`config.mk`:
```
export PLATFORM = sky130hd
export DESIGN_NAME = debounced_counter_display
export DESIGN_NICKNAME = d
export VERILOG_FILES = /design/src/rtl/debounced_counter_display_pkg.sv /design/src/rtl/debounced_counter_display_button_debouncer.sv /design/src/rtl/debounced_counter_display.sv
export SDC_FILE = /design/constraint.sdc
export NUM_CORES = 1
export LEC_CHECK = 0
export ABC_AREA = 1
export BUFFER_PORTS_ARGS = -buffer_cell sky130_fd_sc_hd__buf_2
export CAP_MARGIN = 0
export CORE_ASPECT_RATIO = 1.1
export CORE_MARGIN = 2
export CORE_UTILIZATION = 65
export CTS_BUF_LIST = sky130_fd_sc_hd__clkbuf_8
export CTS_CLUSTER_DIAMETER = 30
export CTS_CLUSTER_SIZE = 30
export DETAILED_ROUTE_END_ITERATION = 7
export GPL_TIMING_DRIVEN = 0
export PLACE_DENSITY_LB_ADDON = 0.25
export SKIP_LAST_GASP = 1
export SYNTH_ARGS = -nofsm -noshare
export SYNTH_HDL_FRONTEND = slang
export SYNTH_SLANG_ARGS = --single-unit
```
`constraint.sdc`:
```
create_clock -name clk -period 7.05 [get_ports clk]
set_input_delay 1.41 -clock clk [delete_from_list [all_inputs] [get_ports clk]]
set_output_delay 1.41 -clock clk [all_outputs]
set_load 0.02 [all_outputs]
```
`src/rtl/debounced_counter_display_pkg.sv`:
```
// Shared constants for the debounced counter display.
// Glyphs are {a,b,c,d,e,f,g}, active-low.
package debounced_counter_display_pkg;

  localparam logic [7:0] ANODE_OFF = 8'hFF;

  localparam logic [6:0] SEG_0 = 7'b0000001;
  localparam logic [6:0] SEG_1 = 7'b1001111;
  localparam logic [6:0] SEG_2 = 7'b0010010;
  localparam logic [6:0] SEG_3 = 7'b0000110;
  localparam logic [6:0] SEG_4 = 7'b1001100;
  localparam logic [6:0] SEG_5 = 7'b0100100;
  localparam logic [6:0] SEG_6 = 7'b0100000;
  localparam logic [6:0] SEG_7 = 7'b0001111;
  localparam logic [6:0] SEG_8 = 7'b0000000;
  localparam logic [6:0] SEG_9 = 7'b0000100;
  localparam logic [6:0] SEG_A = 7'b0001000;
  localparam logic [6:0] SEG_B = 7'b1100000;
  localparam logic [6:0] SEG_C = 7'b0110001;
  localparam logic [6:0] SEG_D = 7'b1000010;
  localparam logic [6:0] SEG_E = 7'b0110000;
  localparam logic [6:0] SEG_F = 7'b0111000;

  function automatic logic [6:0] hex_glyph(
    input logic [3:0] v
  );
    logic [6:0] s;
    unique case (v)
      4'h0: s = SEG_0;
      4'h1: s = SEG_1;
      4'h2: s = SEG_2;
      4'h3: s = SEG_3;
      4'h4: s = SEG_4;
      4'h5: s = SEG_5;
      4'h6: s = SEG_6;
      4'h7: s = SEG_7;
      4'h8: s = SEG_8;
      4'h9: s = SEG_9;
      4'hA: s = SEG_A;
      4'hB: s = SEG_B;
      4'hC: s = SEG_C;
      4'hD: s = SEG_D;
      4'hE: s = SEG_E;
      default: s = SEG_F;
    endcase
    return s;
  endfunction

endpackage

```
`src/rtl/debounced_counter_display_button_debouncer.sv`:
```
// Button debouncer: 2-flop sync, stability tally,
// and a one-cycle pulse on each accepted press.
module button_debouncer
  import debounced_counter_display_pkg::*;
#(
  parameter int DEBOUNCE_TICKS = 1_000_000
) (
  input  logic clk,
  input  logic rst,
  input  logic raw,
  output logic press
);

  localparam int TW = $clog2(DEBOUNCE_TICKS + 1);
  localparam logic [TW-1:0] LAST =
    TW'(DEBOUNCE_TICKS - 1);

  logic [1:0]    sync;
  logic          stable;
  logic [TW-1:0] tally;

  // bring the raw button into the clk domain
  always_ff @(posedge clk or posedge rst) begin
    if (rst) sync <= '0;
    else     sync <= {sync[0], raw};
  end

  // accept a new level after an unbroken run of disagreement
  always_ff @(posedge clk or posedge rst) begin
    if (rst) begin
      stable <= 1'b0;
      tally  <= '0;
      press  <= 1'b0;
    end else begin
      press <= 1'b0;
      if (sync[1] != stable) begin
        if (tally == LAST) begin
          stable <= sync[1];
          tally  <= '0;
          press  <= sync[1];
        end else begin
          tally <= tally + TW'(1);
        end
      end else begin
        tally <= '0;
      end
    end
  end

endmodule

```
`src/rtl/debounced_counter_display.sv`:
```
// Up/down step counter driven by a debounced button,
// shown on a multiplexed active-low 7-segment display.
module debounced_counter_display
  import debounced_counter_display_pkg::*;
#(
  parameter int DIGITS         = 8,
  parameter int DEBOUNCE_TICKS = 1_000_000,
  parameter int REFRESH_TICKS  = 100_000,
  parameter int SATURATE       = 0
) (
  input  logic                clk,
  input  logic                reset_button,
  input  logic                db_button,
  input  logic                sw_uhdl,
  input  logic                sw_clear,
  output logic [4*DIGITS-1:0] count,
  output logic                limit_pulse,
  output logic [7:0]          anode,
  output logic                a,
  output logic                b,
  output logic                c,
  output logic                d,
  output logic                e,
  output logic                f,
  output logic                g
);

  localparam int CW = 4 * DIGITS;
  localparam int IW = (DIGITS > 1) ? $clog2(DIGITS) : 1;
  localparam int RW = $clog2(REFRESH_TICKS + 1);
  localparam logic [CW-1:0] MAX = '1;
  localparam logic [IW-1:0] LAST_DIGIT = IW'(DIGITS - 1);
  localparam logic [RW-1:0] LAST_TICK =
    RW'(REFRESH_TICKS - 1);

  logic          press;
  logic [1:0]    up_sync;
  logic [1:0]    clr_sync;
  logic [RW-1:0] refresh;
  logic [IW-1:0] digit;
  logic [3:0]    nibble;

  button_debouncer #(
    .DEBOUNCE_TICKS(DEBOUNCE_TICKS)
  ) u_button (
    .clk  (clk),
    .rst  (reset_button),
    .raw  (db_button),
    .press(press)
  );

  // synchronise the static switches
  always_ff @(posedge clk or posedge reset_button) begin
    if (reset_button) begin
      up_sync  <= '0;
      clr_sync <= '0;
    end else begin
      up_sync  <= {up_sync[0], sw_uhdl};
      clr_sync <= {clr_sync[0], sw_clear};
    end
  end

  // step the count; clear overrides any press
  always_ff @(posedge clk or posedge reset_button) begin
    if (reset_button) begin
      count       <= '0;
      limit_pulse <= 1'b0;
    end else begin
      limit_pulse <= 1'b0;
      if (clr_sync[1]) begin
        count <= '0;
      end else if (press) begin
        if (up_sync[1]) begin
          if (count == MAX) begin
            limit_pulse <= 1'b1;
            if (SATURATE == 0) count <= '0;
          end else begin
            count <= count + CW'(1);
          end
        end else begin
          if (count == '0) begin
            limit_pulse <= 1'b1;
            if (SATURATE == 0) count <= MAX;
          end else begin
            count <= count - CW'(1);
          end
        end
      end
    end
  end

  // scan through the active digits
  always_ff @(posedge clk or posedge reset_button) begin
    if (reset_button) begin
      refresh <= '0;
      digit   <= '0;
    end else if (refresh == LAST_TICK) begin
      refresh <= '0;
      if (digit == LAST_DIGIT) digit <= '0;
      else                     digit <= digit + IW'(1);
    end else begin
      refresh <= refresh + RW'(1);
    end
  end

  // decode the active digit straight from registered state
  always_comb begin
    anode  = ANODE_OFF ^ (8'(1) << digit);
    nibble = 4'(count >> {digit, 2'b00});
    {a, b, c, d, e, f, g} = hex_glyph(nibble);
  end

endmodule

```
==> reports/results.ini <==
[outcome]
status=finished clean

[synthesis]
synth_top_flop_cell=dfrtp_1
netlist_area_um2=6610
avgSynthCellArea_um2=6.39
synth-async-reset-ratio=1.00
ys_seq_elements=81
ys_warn_count=0
synth_edf_count=0
syn_nets=1056
synthDistinctLibCells=41
netlist_instances=1034
ys_seq_area_frac=0.307

[clock_network]
ctsHtreeMaxLevel=3
clockBufferDepth=2
clk_pin_slew_ns=0.09
cts_resized=0
cts_root_buffer=clkbuf_8
clock-sinks=81
numCtsBuffers=9
clk_latency_ns=0.38
cts_tree=built
post_cts_buffers=0
hold_buffers=0

[global_route]
grt_pass1_wl_um=30100
grt_overflow=0
gr-usage-all-layers=0.351
grt_max_degree=72
antenna_found_initial=0
grt_pass1_vias=6351

[route]
drt_iter0_drc=570
routed_wl_um=18400
firstDrtPassIters=6
ant_nets=0
viasPerCell=5.59
route.vias.total=6836
drcViolationCount=0
wl_per_cell_um=15.1

[timing]
worst_pin_slew_ns=0.687
clock_skew_ns=0.0203
finalCritPeriodShare=0.587
hold_viol_final=0
rsz0062_at_grt=false
setup_viol=0
min_period_ns=4.14
fin_tns_setup_ns=0
clock.fmax_ghz=0.242
maxSlewViolCount=0
slew_headroom=0.541

[floorplanning]
rows=38
initial_utilization=0.668
pin_count=53
core_um2=9890
die_area_um2=11000
die_w_um=100
die_h_um=110

[run]
drv_cap=0

[placed_design]
gp_congestion=1.04
portBuffers=52
dpl.hpwl_um=13700

[worst_setup_path]
critPathLaunchType=flop
slowest_stage=dfrtp_1
worstPathArrival_ns=2.73
worstPathCellList=buf_2, inv_1, o21ai_1, nand2_1, o21ai_1, ha_1, nand2_1, nand3_1, and2_1, buf_2
crit_path_max_incr_delay_ns=0.54
critPathMaxFanout=10
crit_required_ns=5.64
cp-end-kind=primary output
cp.buffers_inverters=3
critPathKind=reg2out
crit_family=buffers and inverters

[cells_and_area]
final_common_cell=nand2_1
drive_gt1_frac=0.137
antenna_cells=0
final_cell_mix=nand2_1, nor2_1, inv_1
final_util=0.733
area_growth_syn_to_layout_pct=9.62
fill_cells=882
fin_nets=1120

[pwr]
ir_worst_vdd_uv=118
p_per_area_nw_per_um2=117
leakagePower_nw=3.88

[min_path]
hp-class=reg2reg

synthesized netlist by cell type, types with 2 or more instances:
library cell    n  area share
xor2_1         29       0.038
buf_4          12       0.014
dfrtp_1        81        0.31
and2_1          2      0.0019
nor2_4          7       0.012
nand2_1       305        0.17
ha_1           17       0.032
o21ai_1         7      0.0053
nand3_1       100       0.076
nand3_2         9       0.014
nor4_1          3      0.0028
nand4_1        19       0.018
nor2_1        156       0.089
nand2_4         2      0.0034
nand3b_1        2      0.0023
buf_2          17       0.013
nand2_2         7      0.0066
inv_2           6      0.0034
buf_6           6       0.010
clkbuf_2        2      0.0015
nor3_1         20       0.015
clkbuf_1        5      0.0028
inv_1         110       0.062
o21ai_0        52       0.039
o211ai_1        2      0.0023
xnor2_1         4      0.0053
a21oi_1        28       0.021
nor2_2         11       0.010
state kept, by name, indices dropped and copies added, names as in the netlist:
register	cells
limit_pulse	1
digit	3
up_sync	2
u_button.press	1
u_button.sync	2
u_button.stable	1
u_button.tally	20
refresh	17
count	32
clr_sync	2
stage by stage:
step           instance area, um2  hold slack (ns)  setup slack (ns)  std cells  total power, mW
6_report                     7250            0.353              2.91       1223            0.850
3_5_place_dp                 7050            0.336              3.35       1207            0.512
3_3_place_gp                 7020            0.332              2.64       1206            0.508
5_1_grt                      7250            0.353              2.71       1223            0.876
4_1_cts                      7250            0.355              2.95       1223            0.854
2_1_floorplan                6610            0.331              3.56       1034            0.499
where the power goes:
| group | switching (mW) | leakage [nW] | internal, mW | total [mW] |
|---|---|---|---|---|
| clock network | 0.184 | 0.0970 | 0.164 | 0.347 |
| registers | 0.00147 | 1.10 | 0.467 | 0.469 |
| logic | 0.0253 | 2.69 | 0.00810 | 0.0334 |
worst paths after layout:
| path | slack [ns] | endpoint | startpoint | cells after the start |
|---|---|---|---|---|
| max | 2.91 | d | digit[0]$_DFFE_PP0N_ | 10 |
| max reg2reg | 4.92 | count[30]$_DFFE_PP0P_ | count[1]$_DFFE_PP0P_ | 10 |
| min | 0.35 | up_sync[1]$_DFF_PP0_ | up_sync[0]$_DFF_PP0_ | 0 |
| max in group asynchronous | 5.55 | count[31]$_DFFE_PP0P_ | reset_button | 3 |
| min reg2reg | 0.35 | up_sync[1]$_DFF_PP0_ | up_sync[0]$_DFF_PP0_ | 0 |
| min in group asynchronous | 0.94 | refresh[10]$_DFF_PP0_ | reset_button | 2 |
cells by family (layout without fill, tap and decap cells):
logic type,count (synthesis),after routing,synth area share
AND/OR/NAND/NOR,650,650,0.436
flip-flops,81,81,0.307
XOR/XNOR,33,33,0.0437
AO/OA/AOI/OAI,94,94,0.0738
adder cells (fa/ha/maj),17,17,0.0322
buffers and inverters,159,228,0.108
worst register-to-register path: cells and delay by family (launching register included):
kind | cells | cell delay (ns)
fa+ha+maj | 1 | 0.31
flops | 1 | 0.45
buf+inv | 1 | 0.17
simple gates | 8 | 1.17
cell type report:
| cell class | count | area (um2) | share of cell area |
|---|---|---|---|
| Multi-Input combinational cell | 794 | 3870 | 0.534 |
| Sequential cell | 81 | 2030 | 0.280 |
| Inverter | 117 | 442 | 0.0610 |
| Timing Repair Buffer | 53 | 288 | 0.0397 |
| Buffer | 42 | 272 | 0.0375 |
| Tap cell | 120 | 150 | 0.0207 |
| Clock buffer | 9 | 124 | 0.0171 |
| Clock inverter | 7 | 71.3 | 0.00984 |
layer usage:
layer | track usage | vias to the layer above | share of wire
met5 | 0 | - | 0
met2 | 0.574 | 307 | 0.47
met4 | 0.182 | 0 | 0.039
li1 | - | 3398 | -
met1 | 0.443 | 3072 | 0.41
met3 | 0.0648 | 59 | 0.079
Power figures use the tool's default switching activity.
